`config.mk`:
```
export PLATFORM = sky130hd
export DESIGN_NAME = if_fetch_queue
export DESIGN_NICKNAME = d
export VERILOG_FILES = /design/src/rtl/if_fetch_queue.sv
export SDC_FILE = /design/constraint.sdc
export NUM_CORES = 1
export LEC_CHECK = 0
export ABC_AREA = 1
export BUFFER_PORTS_ARGS = -buffer_cell sky130_fd_sc_hd__buf_2
export CORE_MARGIN = 5
export CORE_UTILIZATION = 48
export CTS_CLUSTER_DIAMETER = 150
export DETAILED_ROUTE_END_ITERATION = 8
export GPL_TIMING_DRIVEN = 0
export MAX_ROUTING_LAYER = met4
export PLACE_DENSITY = 0.76
export SYNTH_ARGS = -nofsm -noshare
export SYNTH_HDL_FRONTEND = slang
export SYNTH_SLANG_ARGS = --single-unit
```
`constraint.sdc`:
```
create_clock -name clk_i -period 3 [get_ports clk_i]
set_clock_uncertainty 0.1 [all_clocks]
set_input_delay 0.3 -clock clk_i [delete_from_list [all_inputs] [get_ports clk_i]]
set_output_delay 0.3 -clock clk_i [all_outputs]
set_load 0.1 [all_outputs]
```
`src/rtl/if_fetch_queue.sv`:
```
// Fetch-side instruction queue: buffers {PC, instruction} pairs from a variable-latency
// instruction memory and presents the oldest entry to decode, gating the PC advance.
module if_fetch_queue #(
  parameter int          DEPTH = 2,
  parameter int          AW    = 1,
  parameter logic [31:0] NOP   = 32'h0
) (
  input  logic          clk_i,
  input  logic          rst_i,
  input  logic [31:0]   pc_i,
  input  logic [31:0]   instr_i,
  input  logic          imem_ready_i,
  input  logic          stall_i,
  input  logic          flush_i,
  output logic          pc_write_o,
  output logic          id_valid_o,
  output logic [31:0]   id_pc_o,
  output logic [31:0]   id_pc_plus4_o,
  output logic [31:0]   id_instr_o,
  output logic [AW:0]   count_o
);

  typedef struct packed {
    logic [31:0] pc;
    logic [31:0] instr;
  } entry_t;

  localparam logic [AW:0] FULL_COUNT = (AW+1)'(DEPTH);

  entry_t        mem [DEPTH];
  logic [AW-1:0] rd_ptr;
  logic [AW-1:0] wr_ptr;
  logic [AW:0]   count_q;
  logic          push;
  logic          pop;
  entry_t        head;

  assign id_valid_o = (count_q != '0);
  assign pop        = id_valid_o & ~stall_i & ~flush_i;
  // A full queue still accepts a fetch when the head leaves in the same cycle.
  assign push       = imem_ready_i & ~flush_i & ((count_q < FULL_COUNT) | pop);
  assign pc_write_o = rst_i & (push | flush_i);

  // Pointers are AW bits wide, so increment wraps modulo DEPTH for free.
  always_ff @(posedge clk_i) begin
    if (!rst_i) begin
      rd_ptr  <= '0;
      wr_ptr  <= '0;
      count_q <= '0;
      // NOTE: entry storage is reset too, so the head reads {0, NOP} straight out of reset;
      // this costs a reset net on every storage flop, which plain FIFO RAM would normally skip.
      for (int i = 0; i < DEPTH; i++) begin
        mem[i] <= '{pc: 32'h0, instr: NOP};
      end
    end else if (flush_i) begin
      rd_ptr  <= '0;
      wr_ptr  <= '0;
      count_q <= '0;
    end else begin
      if (push) begin
        mem[wr_ptr] <= '{pc: pc_i, instr: instr_i};
        wr_ptr      <= wr_ptr + 1'b1;
      end
      if (pop) begin
        rd_ptr <= rd_ptr + 1'b1;
      end
      // NOTE: non-blocking updates here let push and pop both read the pre-edge count.
      count_q <= count_q + {{AW{1'b0}}, push} - {{AW{1'b0}}, pop};
    end
  end

  assign head          = mem[rd_ptr];
  assign id_pc_o       = head.pc;
  assign id_pc_plus4_o = head.pc + 32'd4;
  assign id_instr_o    = id_valid_o ? head.instr : NOP;
  assign count_o       = count_q;

endmodule

```
* Word level (Yosys, flattened, before mapping)
Memory sizes are Yosys's and may differ from the RTL's. A register that Yosys moved wholly into a read port is not among the register bits.
Cells that the tools add are included.
** Word-level totals
- Output and inout bits :: 100
- Memories :: 1
- Word-level logic and storage cells :: 34
- Flip-flop bits (word level) :: 4
- Bits of input ports :: 69
- Bits in writable memories :: 128
** Memory list
- mem :: words 2, width 64, rd ports 1, clocked after Yosys merged registers in 1, wr ports 2, RTL line 30 : entry_t mem [DEPTH];
** Operators by class
- Magnitude comparators :: 1
- $add $sub $neg :: 5
- Reductions and logical operators :: 3
- Bitwise operators :: 10
- Muxes and demuxes :: 11
** Operators with widths (count)
- $mux 64 :: 1
- $reduce_or 64->1 :: 1
- $add 32x3->32 const B :: 1
- $mux 32 :: 1
- $mux 1 :: 9
- $and 1x1->1 :: 5
- $not 1->1 :: 3
- $add 1x1->1 const B :: 2
- $add 2x1->2 :: 1
- $lt 2x2->1 const B :: 1
- $or 1x1->1 :: 2
- $reduce_bool 2->1 :: 1
- $reduce_or 2->1 :: 1
- $sub 2x1->2 :: 1

* Depth between registers and ports, before layout
- Word-level depth :: 11
- Depth in mapped cells :: 12
- Depth with buffers taken out :: 12

* Least setup slack after synthesis
Ideal clock, no wire load.
- Path kind :: register to output
- From :: reg (tool-made name)
- To :: out id_pc_plus4_o[18]
- Buffers on the path :: 1
- Required time :: 2600 ps
- Stages on the path, launching flop included :: 10
- Path slack :: -2872 ps
- Arrival time :: 5472 ps
- Cell sequence :: dfxtp_1 -> buf_4 -> o21ai_1 -> inv_1 -> ha_1 -> nand3_2 -> inv_2 -> nand2_1 -> nor2_1 -> xor2_1
** RTL lines
- end: declaration :: RTL line 18 : output logic [31:0] id_pc_plus4_o,

==> results.yml <==
synth:
  synth_top_cells_by_area: "edfxtp_1, nand2_1, nor2_1, inv_1, a21oi_1"
  synth_cells: 774
  ys_types: 24
  synth_top_family_by_area: "simple AND/OR/NAND/NOR gates"
  yosys_warnings: 0
  synth-xor-area-share_pct: 1.98
  synth_seq_cells: 133
  synthesis.area_mm2: 0.00664
  yosysTopAreaCell: "edfxtp_1"
  async_flop_share_pct: 0
  synth_ff_type: "edfxtp_1"
  synth_compound_area_share_pct: 3.02
  muxShareOfSynthArea_pct: 0
  synth_most_common_cell: "nand2_1"
  synth-simple-area-share_pct: 27.2
  synth_top_area_share_pct: 57.9
  synth_common_cells: "nand2_1, nor2_1, edfxtp_1"
  synthAdderAreaFrac_pct: 0.566
  synth_seq_area_share_pct: 59.4
  synthesis.nets: 846
  synth_edf_count: 128
  syn-mean-instance-area_um2: 8.58
grt:
  grt_max_degree: 65
  overflow: 0
  grtUsageMet3_pct: 6.23
  top_usage_layer: "met2"
  antenna_found_initial: 3
  grt_pass1_wl_um: 27000
  met2_usage_pct: 37.1
  grt_pass1_vias: 5573
  use_met1_pct: 25.7
  track_usage_pct: 22.0
worst_setup_path:
  worstPathCellList: "inv_2 -> buf_6 -> nand2_1 -> nand2_2 -> nand2_1 -> nor2_4 -> nand2_1 -> nor2_4 -> nand3_1 -> nand2_8 -> buf_6"
  timing.rr.end: "mem[1][6]$_SDFFCE_PN0P_"
  cp.arrival_ps: 2460
  ff2ff_setup_slack_ps: 300
  cp_slowest_cell: "dfxtp_2"
  cp_max_fo: 10
  reg2reg_depth: 7
  critPathMostFrequentCell: "nand2_1"
  end_kind: "primary output"
  cp-start-kind: "flop"
  required_ps: 2600
  cp-endpoint: "id_pc_plus4_o[30]"
  regToRegStartpoint: "count_o[1]$_SDFF_PP0_"
  path_class: "flop to primary output"
  max_stage_delay_ps: 340
finish:
  area.sequential_mm2: 0.00395
  areaGrowthSynthToFinish_pct: 36.1
  nFillCells: 1107
  fin_nets: 1034
  fin_util_pct: 65.8
  multiInputGateArea_mm2: 0.00277
  layout-drive-gt1-share_pct: 32.7
timing:
  fin_crit_ps: 2860
  rsz0062_at_grt: "true"
  timing.fmax_ghz: 0.350
  final_hold_viol_count: 0
  tightest_slew_ps: 915
  fin_crit_sh_pct: 95.3
  hold_ws_ps: 93.8
  setup_viol: 0
  slew_violations: 0
  max-slew-margin-rel_pct: 39.0
  fin_setup_tns_ps: 0
placement:
  hpwl_um: 12400
  portBuffers: 168
  gp_congestion: 0.926
routing:
  antenna_left: 0
  drt-initial-drc-count: 308
  drc_errors: 0
  routed_via_density: 4.88
  wl_per_cell_um: 14.9
  vias: 5655
  drt-total-wl_um: 17300
  firstDrtPassIters: 5
worst_hold_path:
  hold_class: "primary input to flop"
  hold_start: "instr_i[20]"
die:
  core_area_mm2: 0.0137
  start_util_pct: 48.4
  io_pins: 169
  fp.dieW_um: 128
  fp.dieArea_mm2: 0.0163
  fp.dieH_um: 128
  rows: 43
clock_tree:
  clockBufferDepth: 2
  root_buffer: "clkbuf_16"
  clkSlewWorstSetupHoldPaths_ps: 60
  cts.sinks: 133
  clk-insertion-delay-late_ps: 400
  holdBufCountCts: 0
  cts_htree_levels: 4
  cts_buffers: 17
  cts_tree: "done"
power:
  vdd_ir_drop_max_uv: 500
  powerDensity_mw_per_mm2: 585
  leakage_uw: 0.00409
run:
  maxCapViolCount: 0
status:
  status: "finished clean"
[layout by cell type (no fill, tap or decap), types with 2 or more instances in the layout]
cell type	n
nand2_1	212
nor2_1	169
buf_2	149
edfxtp_1	128
inv_1	94
nand2_2	34
a21oi_2	30
clkbuf_16	17
clkbuf_1	16
nand3_1	12
clkbuf_4	10
buf_4	9
buf_6	9
xor2_4	9
nand2_8	7
a21oi_1	7
nor2_4	6
buf_1	6
clkinvlp_4	5
nor2_2	5
bufinv_16	4
diode_2	3
nand2_4	3
dfxtp_2	3
or2_2	2
o21ai_0	2
nand3_2	2
nand4_1	2
xnor2_2	2
xnor2_4	2
ha_1	2
clkinv_4	2
clkinv_1	2
clkinv_2	2
dfxtp_1	2
[worst max-delay path: cells and delay by family, from the launching register on]
| kind | cells | cell delay, ps |
|---|---|---|
| buffers and inverters | 3 | 560 |
| flip-flops | 1 | 340 |
| AND/OR/NAND/NOR | 8 | 1150 |
[routing by layer]
metal / wire [um] / vias up / share of wire (%)
li1: - / 2799 / -
met1: 6800 / 2600 / 39
met2: 8750 / 226 / 51
met3: 1380 / 30 / 8.0
met4: 345 / 0 / 2.0
met5: 0 / - / 0
[worst min path at each step]
stage	end	cells past startpoint
floorplan	flop	2
detailed placement	flop	2
global placement	rd_ptr$_SDFFE_PP0P_	2
CTS	mem[0][55]$_SDFFCE_PN0P_	3
global route	mem[0][56]$_SDFFCE_PN0P_	3
finish	mem[1][20]$_SDFFCE_PN0P_	3
[stage by stage]
| stage | instance area (um2) | instances | total power, uW | worst slack (ps) |
|---|---|---|---|---|
| 6_report | 9030 | 1158 | 5290 | 140 |
| 5_1_grt | 9030 | 1158 | 5450 | -15.5 |
| 4_1_cts | 8920 | 1154 | 5300 | 3.23 |
| 3_5_place_dp | 8270 | 1122 | 3160 | -59.2 |
| 3_3_place_gp | 8250 | 1122 | 3150 | -294 |
| 2_1_floorplan | 7190 | 774 | 2980 | -572 |
[where the power goes]
| group | total [uW] | switching, uW | internal, uW |
|---|---|---|---|
| sequential | 2150 | 23.5 | 2130 |
| clock | 2140 | 760 | 1380 |
| combinational | 994 | 809 | 185 |
| total | 5290 | 1590 | 3700 |
[state kept, by name (all words and copies together) (netlist names), named ones only]
| signal | count |
|---|---|
| mem | 128 |
| count_o | 2 |
| rd_ptr | 1 |
| wr_ptr | 1 |
[timing repair]
item | CTS | global route
gates cloned | 0 | 0
buffers inserted | 0 | 1
gates resized for setup | 14 | 32
endpoints found under the setup margin | 10 | 22
pin swaps | 0 | 3
[cell type report]
class	instances	share of cell area [%]
Clock inverter	14	2.05
Multi-Input combinational cell	513	30.6
Timing Repair Buffer	169	10.5
Clock buffer	18	4.75
Sequential cell	133	43.7
Tap cell	180	2.49
Antenna cell	3	0.0831
Inverter	97	4.10
Buffer	31	1.75
[kinds of logic (layout without fill, tap and decap cells)]
family / after synthesis / in the layout
AND/OR/NAND/NOR: 455 / 455
flip-flops: 133 / 133
buffers and inverters: 128 / 329
AO/OA/AOI/OAI: 40 / 40
XOR/XNOR: 15 / 15
adder cells (fa/ha/maj): 3 / 3
other: 0 / 3
Note: power is estimated with default switching activity, not from simulation.
